[config.mk]
export PLATFORM = sky130hd
export DESIGN_NAME = stream_credit_tx
export DESIGN_NICKNAME = d
export VERILOG_FILES = /design/src/rtl/stream_pkg.sv /design/src/rtl/credit_counter.sv /design/src/rtl/stream_credit_tx.sv
export SDC_FILE = /design/constraint.sdc
export NUM_CORES = 1
export LEC_CHECK = 0
export BUFFER_PORTS_ARGS = -buffer_cell sky130_fd_sc_hd__buf_2
export CAP_MARGIN = 15
export CORE_MARGIN = 8
export CORE_UTILIZATION = 55
export DETAILED_ROUTE_END_ITERATION = 8
export PLACE_DENSITY_LB_ADDON = 0.12
export SYNTH_ARGS = -nofsm -noshare
export SYNTH_HDL_FRONTEND = slang
export SYNTH_SLANG_ARGS = --single-unit
[constraint.sdc]
create_clock -name clk -period 4.39 [get_ports clk]
set_clock_uncertainty 0.05 [all_clocks]
set_input_delay 0.6585 -clock clk [delete_from_list [all_inputs] [get_ports clk]]
set_output_delay 0.6585 -clock clk [all_outputs]
set_load 0.1 [all_outputs]
[src/rtl/stream_pkg.sv]
// Shared constants and helpers for the credit-based stream transmitter.
package stream_pkg;

    localparam int unsigned STALL_CNT_W = 16;
    localparam int unsigned SKID_DEPTH  = 2;

    // Width needed to hold the values 0..max_credits
    function automatic int unsigned credit_w(input int unsigned max_credits);
        return $clog2(max_credits + 1);
    endfunction

endpackage

[src/rtl/credit_counter.sv]
// Saturating link credit counter with a sticky overflow flag.
module credit_counter
    import stream_pkg::*;
#(
    parameter  int unsigned MAX_CREDITS = 4,
    localparam int unsigned CNT_W       = credit_w(MAX_CREDITS)
) (
    input  logic             clk,
    input  logic             rst,
    input  logic             dec,
    input  logic             inc,
    output logic [CNT_W-1:0] cnt,
    output logic             has_credit,
    output logic             err_overflow
);

    logic [CNT_W-1:0] cnt_q, cnt_d;
    logic             has_credit_q, has_credit_d;
    logic             err_q, err_d;

    // dec is only asserted while has_credit is set, so no underflow path is needed
    always_comb begin
        cnt_d = cnt_q;
        err_d = err_q;
        if (dec && !inc) begin
            cnt_d = cnt_q - CNT_W'(1);
        end else if (inc && !dec) begin
            if (cnt_q == CNT_W'(MAX_CREDITS)) begin
                err_d = 1'b1;
            end else begin
                cnt_d = cnt_q + CNT_W'(1);
            end
        end
        has_credit_d = (cnt_d != '0);
    end

    always_ff @(posedge clk) begin
        if (rst) begin
            cnt_q        <= CNT_W'(MAX_CREDITS);
            has_credit_q <= 1'b1;
            err_q        <= 1'b0;
        end else begin
            cnt_q        <= cnt_d;
            has_credit_q <= has_credit_d;
            err_q        <= err_d;
        end
    end

    assign cnt          = cnt_q;
    assign has_credit   = has_credit_q;
    assign err_overflow = err_q;

endmodule

[src/rtl/stream_credit_tx.sv]
// Credit-gated link transmitter fed through a 2-entry registered-ready buffer.
// Optional stall statistics counter enabled by defining CREDIT_TX_STATS_EN.
module stream_credit_tx
    import stream_pkg::*;
#(
    parameter  int unsigned DATA_WIDTH  = 8,
    parameter  int unsigned MAX_CREDITS = 4,
    localparam int unsigned CNT_W       = credit_w(MAX_CREDITS)
) (
    input  logic                   clk,
    input  logic                   rst,
    input  logic                   valid_s,
    output logic                   ready_s,
    input  logic [DATA_WIDTH-1:0]  data_s,
    output logic                   tx_valid,
    output logic [DATA_WIDTH-1:0]  tx_data,
    input  logic                   credit_ret,
    output logic [CNT_W-1:0]       credit_cnt,
    output logic                   err_overflow
`ifdef CREDIT_TX_STATS_EN
    ,
    output logic [STALL_CNT_W-1:0] stall_cnt
`endif
);

    localparam int unsigned FILL_W = $clog2(SKID_DEPTH + 1);

    logic [DATA_WIDTH-1:0] ent_q [SKID_DEPTH];
    logic [DATA_WIDTH-1:0] ent_d [SKID_DEPTH];
    logic [FILL_W-1:0]     fill_q, fill_d;
    logic                  ready_q, ready_d;
    logic                  tx_valid_q, tx_valid_d;
    logic [DATA_WIDTH-1:0] tx_data_q, tx_data_d;
    logic                  has_credit;
    logic                  accept_c;
    logic                  launch_c;

    assign accept_c = valid_s && ready_q;
    assign launch_c = (fill_q != '0) && has_credit;

    credit_counter #(
        .MAX_CREDITS (MAX_CREDITS)
    ) u_credit (
        .clk          (clk),
        .rst          (rst),
        .dec          (launch_c),
        .inc          (credit_ret),
        .cnt          (credit_cnt),
        .has_credit   (has_credit),
        .err_overflow (err_overflow)
    );

    // Pop the head before appending so a full-rate accept+launch keeps order
    always_comb begin
        ent_d      = ent_q;
        fill_d     = fill_q;
        tx_valid_d = 1'b0;
        tx_data_d  = tx_data_q;
        if (launch_c) begin
            ent_d[0]   = ent_q[1];
            fill_d     = fill_q - FILL_W'(1);
            tx_valid_d = 1'b1;
            tx_data_d  = ent_q[0];
        end
        if (accept_c) begin
            ent_d[fill_d[0]] = data_s;
            fill_d           = fill_d + FILL_W'(1);
        end
        ready_d = (fill_d <= FILL_W'(1));
    end

    always_ff @(posedge clk) begin
        if (rst) begin
            for (int i = 0; i < int'(SKID_DEPTH); i++) begin
                ent_q[i] <= '0;
            end
            fill_q     <= '0;
            ready_q    <= 1'b0;
            tx_valid_q <= 1'b0;
            tx_data_q  <= '0;
        end else begin
            ent_q      <= ent_d;
            fill_q     <= fill_d;
            ready_q    <= ready_d;
            tx_valid_q <= tx_valid_d;
            tx_data_q  <= tx_data_d;
        end
    end

    assign ready_s  = ready_q;
    assign tx_valid = tx_valid_q;
    assign tx_data  = tx_data_q;

`ifdef CREDIT_TX_STATS_EN
    logic [STALL_CNT_W-1:0] stall_q, stall_d;

    // Cycles where a beat is waiting but the link has no credit
    always_comb begin
        stall_d = stall_q;
        if ((fill_q != '0) && !has_credit && (stall_q != {STALL_CNT_W{1'b1}})) begin
            stall_d = stall_q + STALL_CNT_W'(1);
        end
    end

    always_ff @(posedge clk) begin
        if (rst) begin
            stall_q <= '0;
        end else begin
            stall_q <= stall_d;
        end
    end

    assign stall_cnt = stall_q;
`endif

endmodule

==> impl_metrics.csv, run 1 <==
group,metric,value,unit
status,status,"complete, no violations",
timing,whs,405,ps
critical_path,path_class,"register to register",
clock_tree,numCtsBuffers,5,
critical_path,reg2reg_slack,2100,ps
synth,syn-num-nets,186,
floorplan,rows,19,
critical_path,end_kind,"register",
drt,via_per_inst,5.54,
synth,synth.distinct_cells,32,
drt,route.detailed.drc,0,
critical_path,worst_r2r_path_depth,6,
timing,setup_viol,0,
worst_hold_path,hold_end,"tx_data[5]$_SDFFE_PP0P_",
worst_hold_path,min_from,"tx_data[5]$_SDFFE_PP0P_",
place,place_congestion,0.780,
critical_path,worst_setup_path_start_kind,"register",
run,max_cap_violations,0,
place,placed_area,0.00163,mm^2
pwr,p_per_area,792,mW/mm^2
critical_path,cp.arrival,2460,ps
clock_tree,cts_hold_buf,0,
clock_tree,cts-root-buf,"clkbuf_4",
critical_path,rr_startpoint,"fill_q[0]$_SDFF_PP0_",
place,hpwl,2150,um
layout,regArea,661,um^2
floorplan,ioPinCount,26,
synth,postSynthCellCount,169,
synth,ys_seq_area_frac,0.431,
floorplan,die_w,68.8,um
layout,n_antenna_cell,0,
clock_tree,cts_setup_buffers,0,
clock_tree,h-tree-depth,2,
critical_path,r2r-end,"u_credit.has_credit$_SDFF_PP1_",
layout,nets,206,
global_route,grt_pass1_wl,5350,um
synth,ys_ff_latch,33,
worst_hold_path,whs_path_depth,2,
layout,final_util,0.623,
place,place_ws,2120,ps
clock_tree,cts_resized,0,
drt,via_count,1218,
global_route,antenna_found_initial,0,
timing,rsz0062_at_grt,"no",
synth,synth_area_per_cell,9.06,um^2
timing,report.final.slew_viol_count,0,
critical_path,required,4570,ps
global_route,grt_pass1_vias,1275,
floorplan,core,0.00271,mm^2
layout,drive_gt1_frac,0.238,
synth,synthArstFlopShare,0,
synth,synth.most_common_cell,"nand2_1",
layout,final_area,0.00169,mm^2
synth,yosysTopAreaCell,"dfxtp_1",
clock_tree,path_clk_slew,100,ps
timing,fmax,437,MHz
synth,synth_area_leaders,"dfxtp_1 (43%), nand2_1 (8.6%), a311oi_2 (7.8%)",
layout,multi_input_area,774,um^2
synth,syn_area,0.00153,mm^2
drt,ant_nets,0,
clock_tree,clkSinkCount,33,
timing,fin_crit_sh,0.521,
pwr,leakage,0.000660,uW
drt,routed_wl,3160,um
drt,drtIter0Drc,59,
timing,hold_viol,0,
clock_tree,cts_buffer_depth,2,
synth,synth.yosys.warnings,0,
timing,finalWorstPathRequiredPeriod,2290,ps
timing,tightest_slew,853,ps
critical_path,cp_max_fo,22,
drt,dr.pass1.iters,4,
layout,syn_to_final_growth,10.2,%
synth,synth_top_area_share,0.431,
pwr,peakVddDrop,0.645,mV
global_route,grt-ovfl-total,0,
floorplan,start_util,0.565,
timing,setup-tns-final,0,ps
place,port_buffers,25,
global_route,track_usage,0.150,
floorplan,die_h,68.8,um
clock_tree,insertion_delay,340,ps
worst_hold_path,holdCritPathClass,"register to register",
synth,synth_commonest_cells,"nand2_1 (35), dfxtp_1 (33), nor2_1 (15), a21oi_1 (12)",
timing,slew_headroom,0.432,
floorplan,die_area,0.00473,mm^2
drt,wire_per_inst,14.4,um
timing,setup_ws,2100,ps
synth,synthFlopType,"dfxtp_1",
layout,fillers,257,
clock_tree,tritoncts,"done",
synth,synth_edf_count,0,
global_route,grt_max_degree,33,
-- power by group --
part | switching, uW | total (uW) | internal, uW
Combinational | 528 | 747 | 219
Sequential | 47.2 | 414 | 367
Clock | 99.4 | 175 | 75.5
Total | 675 | 1340 | 662
-- logic make-up after synthesis --
family | Yosys count | synth area share
AOI/OAI and AO/OA | 27 | 0.160
DFF | 33 | 0.431
adders and majority gates | 7 | 0.0539
buffers and inverters | 20 | 0.0629
and+or+nand+nor | 71 | 0.209
xor gates and xnor gates | 2 | 0.0237
muxes | 9 | 0.0588
-- per-stage QoR --
stage	cells	power (uW)
2_1_floorplan	169	1070
3_3_place_gp	213	1160
4_1_cts	220	1350
3_5_place_dp	213	1170
6_report	220	1340
5_1_grt	220	1420
-- worst max-delay path by stage --
stage                               start                        endpoint  slack [ps]
6_report             fill_q[0]$_SDFF_PP0_  u_credit.has_credit$_SDFF_PP1_        2100
3_3_place_gp                      valid_s                        register        2170
2_1_floorplan  u_credit.cnt[0]$_SDFF_PP0_  u_credit.has_credit$_SDFF_PP1_        2170
3_5_place_dp         fill_q[0]$_SDFF_PP0_                        register        2120
5_1_grt              fill_q[0]$_SDFF_PP0_                        register        1900
4_1_cts              fill_q[0]$_SDFF_PP0_                        register        2090
-- worst max-delay path, cell delays in order, from the launching register on --
cell and delay (ps):
dfxtp_1 380, inv_1 120, ha_1 250, nand2b_1 540
maj3_1 550, mux2i_1 180, nand3_1 90
-- final cells by class --
| class | count | share of cell area |
|---|---|---|
| inverters | 7 | 0.0156 |
| flip-flops and latches | 33 | 0.391 |
| well taps | 31 | 0.0230 |
| multi-input cells | 116 | 0.459 |
| repair buffers | 26 | 0.0786 |
| clock buffers | 7 | 0.0326 |
-- layout by cell type (no fill, tap or decap), types with 2 or more instances in the layout --
cell type and instances:
inv_1 7, dfxtp_1 33, nand2_1 35, buf_2 25, maj3_1 2, mux2i_1 9, nand3_1 2, ha_1 5
a311oi_2 8, nor2_1 15, nor3_1 9, a21oi_1 12, nor2b_1 3, clkbuf_4 5, nand3b_1 2
-- routing by layer --
metal	GRT usage	share of wire
met5	0	0
met4	0.0727	0.018
met2	0.245	0.47
met3	0.0646	0.059
met1	0.165	0.45
Note: power is estimated with default switching activity, not from simulation.
==> inputs of run 2 (changes only) <==
Settings changed: CORE_UTILIZATION 55 to 54.
Clock period 4.39 ns to 2.4 ns, I/O delays scaled along.
==> impl_metrics.csv, run 2 (synthesis results as in run 1) <==
group,metric,value,unit
clock_tree,clkSinkCount,33,
pwr,swShare,0.507,
layout,nets,208,
critical_path,rr_startpoint,"fill_q[0]$_SDFF_PP0_",
floorplan,die_w,69.3,um
worst_hold_path,whs_path_depth,3,
layout,layout_commonest_cell,"nand2_1",
global_route,grt_pass1_vias,1238,
pwr,intPower,1200,uW
critical_path,cp_max_fo,10,
clock_tree,cts_hold_buf,0,
clock_tree,path_clk_slew,100,ps
timing,report.final.slew_viol_count,0,
clock_tree,cts-root-buf,"clkbuf_4",
place,port_buffers,25,
layout,syn_to_final_growth,10.9,%
clock_tree,numCtsBuffers,5,
drt,routed_wl,3200,um
drt,wire_per_inst,14.3,um
floorplan,die_h,69.3,um
drt,via_per_inst,5.48,
floorplan,rows,19,
critical_path,path_class,"register to register",
timing,rsz0062_at_grt,"no",
timing,hold_viol,0,
critical_path,worstSetupStartpoint,"fill_q[0]$_SDFF_PP0_",
timing,slew_headroom,0.553,
clock_tree,cts_buffer_depth,2,
critical_path,cp.arrival,2370,ps
timing,fmax,451,MHz
floorplan,core,0.00273,mm^2
worst_hold_path,min_from,"data_s[5]",
drt,via_count,1221,
clock_tree,h-tree-depth,2,
clock_tree,insertion_delay,330,ps
layout,final_util,0.622,
status,status,"complete, no violations",
clock_tree,cts_resized,0,
drt,drtIter0Drc,120,
critical_path,worst_setup_path_start_kind,"register",
place,dp.cells,215,
critical_path,end_kind,"register",
timing,fin_crit_sh,0.924,
global_route,grt-ovfl-total,0,
global_route,grt_pass1_wl,5420,um
layout,n_antenna_cell,0,
pwr,leakage,0.000670,uW
pwr,comb_power_share,0.570,
layout,drive_gt1_frac,0.250,
pwr,p_per_area,1430,mW/mm^2
clock_tree,tritoncts,"done",
critical_path,required,2550,ps
pwr,total_switching_power,1240,uW
layout,fin_cells,223,
run,max_cap_violations,0,
timing,tightest_slew,670,ps
global_route,antenna_found_initial,0,
clock_tree,cts_setup_buffers,0,
global_route,track_usage,0.135,
timing,setup-tns-final,0,ps
drt,dr.pass1.iters,6,
drt,route.detailed.drc,0,
pwr,peakVddDrop,1.13,mV
layout,layout_common_cells,"nand2_1 (35), dfxtp_1 (33), buf_2 (25), nor2_1 (15), a21oi_1 (12)",
critical_path,reg2reg_slack,180,ps
pwr,clkPwrFrac,0.118,
timing,finalWorstPathRequiredPeriod,2220,ps
pwr,seq_power_share,0.312,
drt,ant_nets,0,
timing,setup_viol,0,
critical_path,worst_r2r_path_depth,7,
floorplan,ioPinCount,26,
worst_hold_path,holdCritPathClass,"primary input to register",
floorplan,die_area,0.00480,mm^2
place,hpwl,2260,um
global_route,grt_max_degree,33,
pwr,total_power,2440,uW
floorplan,start_util,0.560,
place,place_congestion,0.787,
[run 2: changes by cell type in the layout (fill, tap and decap cells not counted)]
cell      change
clkinv_2      +2
buf_4         +2
clkbuf_8      -1
[run 2: power groups by stage]
| stage | registers [uW] | logic (uW) | clock network (uW) |
|---|---|---|---|
| finish | 759 | 1390 | 287 |
| global route | 777 | 1490 | 329 |
| CTS | 758 | 1390 | 307 |
| detailed placement | 770 | 1380 | 0 |
| global placement | 765 | 1360 | 0 |
| floorplan | 1150 | 799 | 0 |
[run 2: worst max-delay path by stage]
stage | to | depth (start not counted)
floorplan | u_credit.has_credit$_SDFF_PP1_ | 6
global placement | register | 7
detailed placement | register | 7
CTS | register | 7
global route | register | 7
finish | register | 7
[run 2: routing by layer]
| layer | track usage | share of wire | routed length, um | vias to the layer above |
|---|---|---|---|---|
| met2 | 0.234 | 0.49 | 1580 | 28 |
| met5 | 0 | 0 | 0 | - |
| met4 | 0.0797 | 0.025 | 80 | 0 |
| li1 | - | - | - | 616 |
| met3 | 0.0443 | 0.042 | 135 | 9 |
| met1 | 0.139 | 0.44 | 1410 | 568 |
[run 2: area by class of cell]
cell class,count,area (um^2)
flip-flops and latches,33,661
inverters,7,26.3
fillers,246,1030
clock inverters,2,10.0
well taps,31,38.8
multi-input cells,116,774
clock buffers,6,41.3
repair buffers,28,148
[run 2: stage by stage]
stage | hold WS, ps | cell area, um^2 | setup slack, ps
3_3_place_gp | 389 | 1650 | 275
2_1_floorplan | 382 | 1530 | 179
5_1_grt | 230 | 1700 | 47.7
6_report | 237 | 1700 | 182
3_5_place_dp | 393 | 1650 | 185
4_1_cts | 218 | 1700 | 169
[run 2: critical path: stages, from the launching register on]
cell	delay, ps
dfxtp_1	360
inv_1	120
ha_1	260
nor2b_2	250
xnor2_4	210
ha_1	520
mux2i_1	260
nor2_1	50
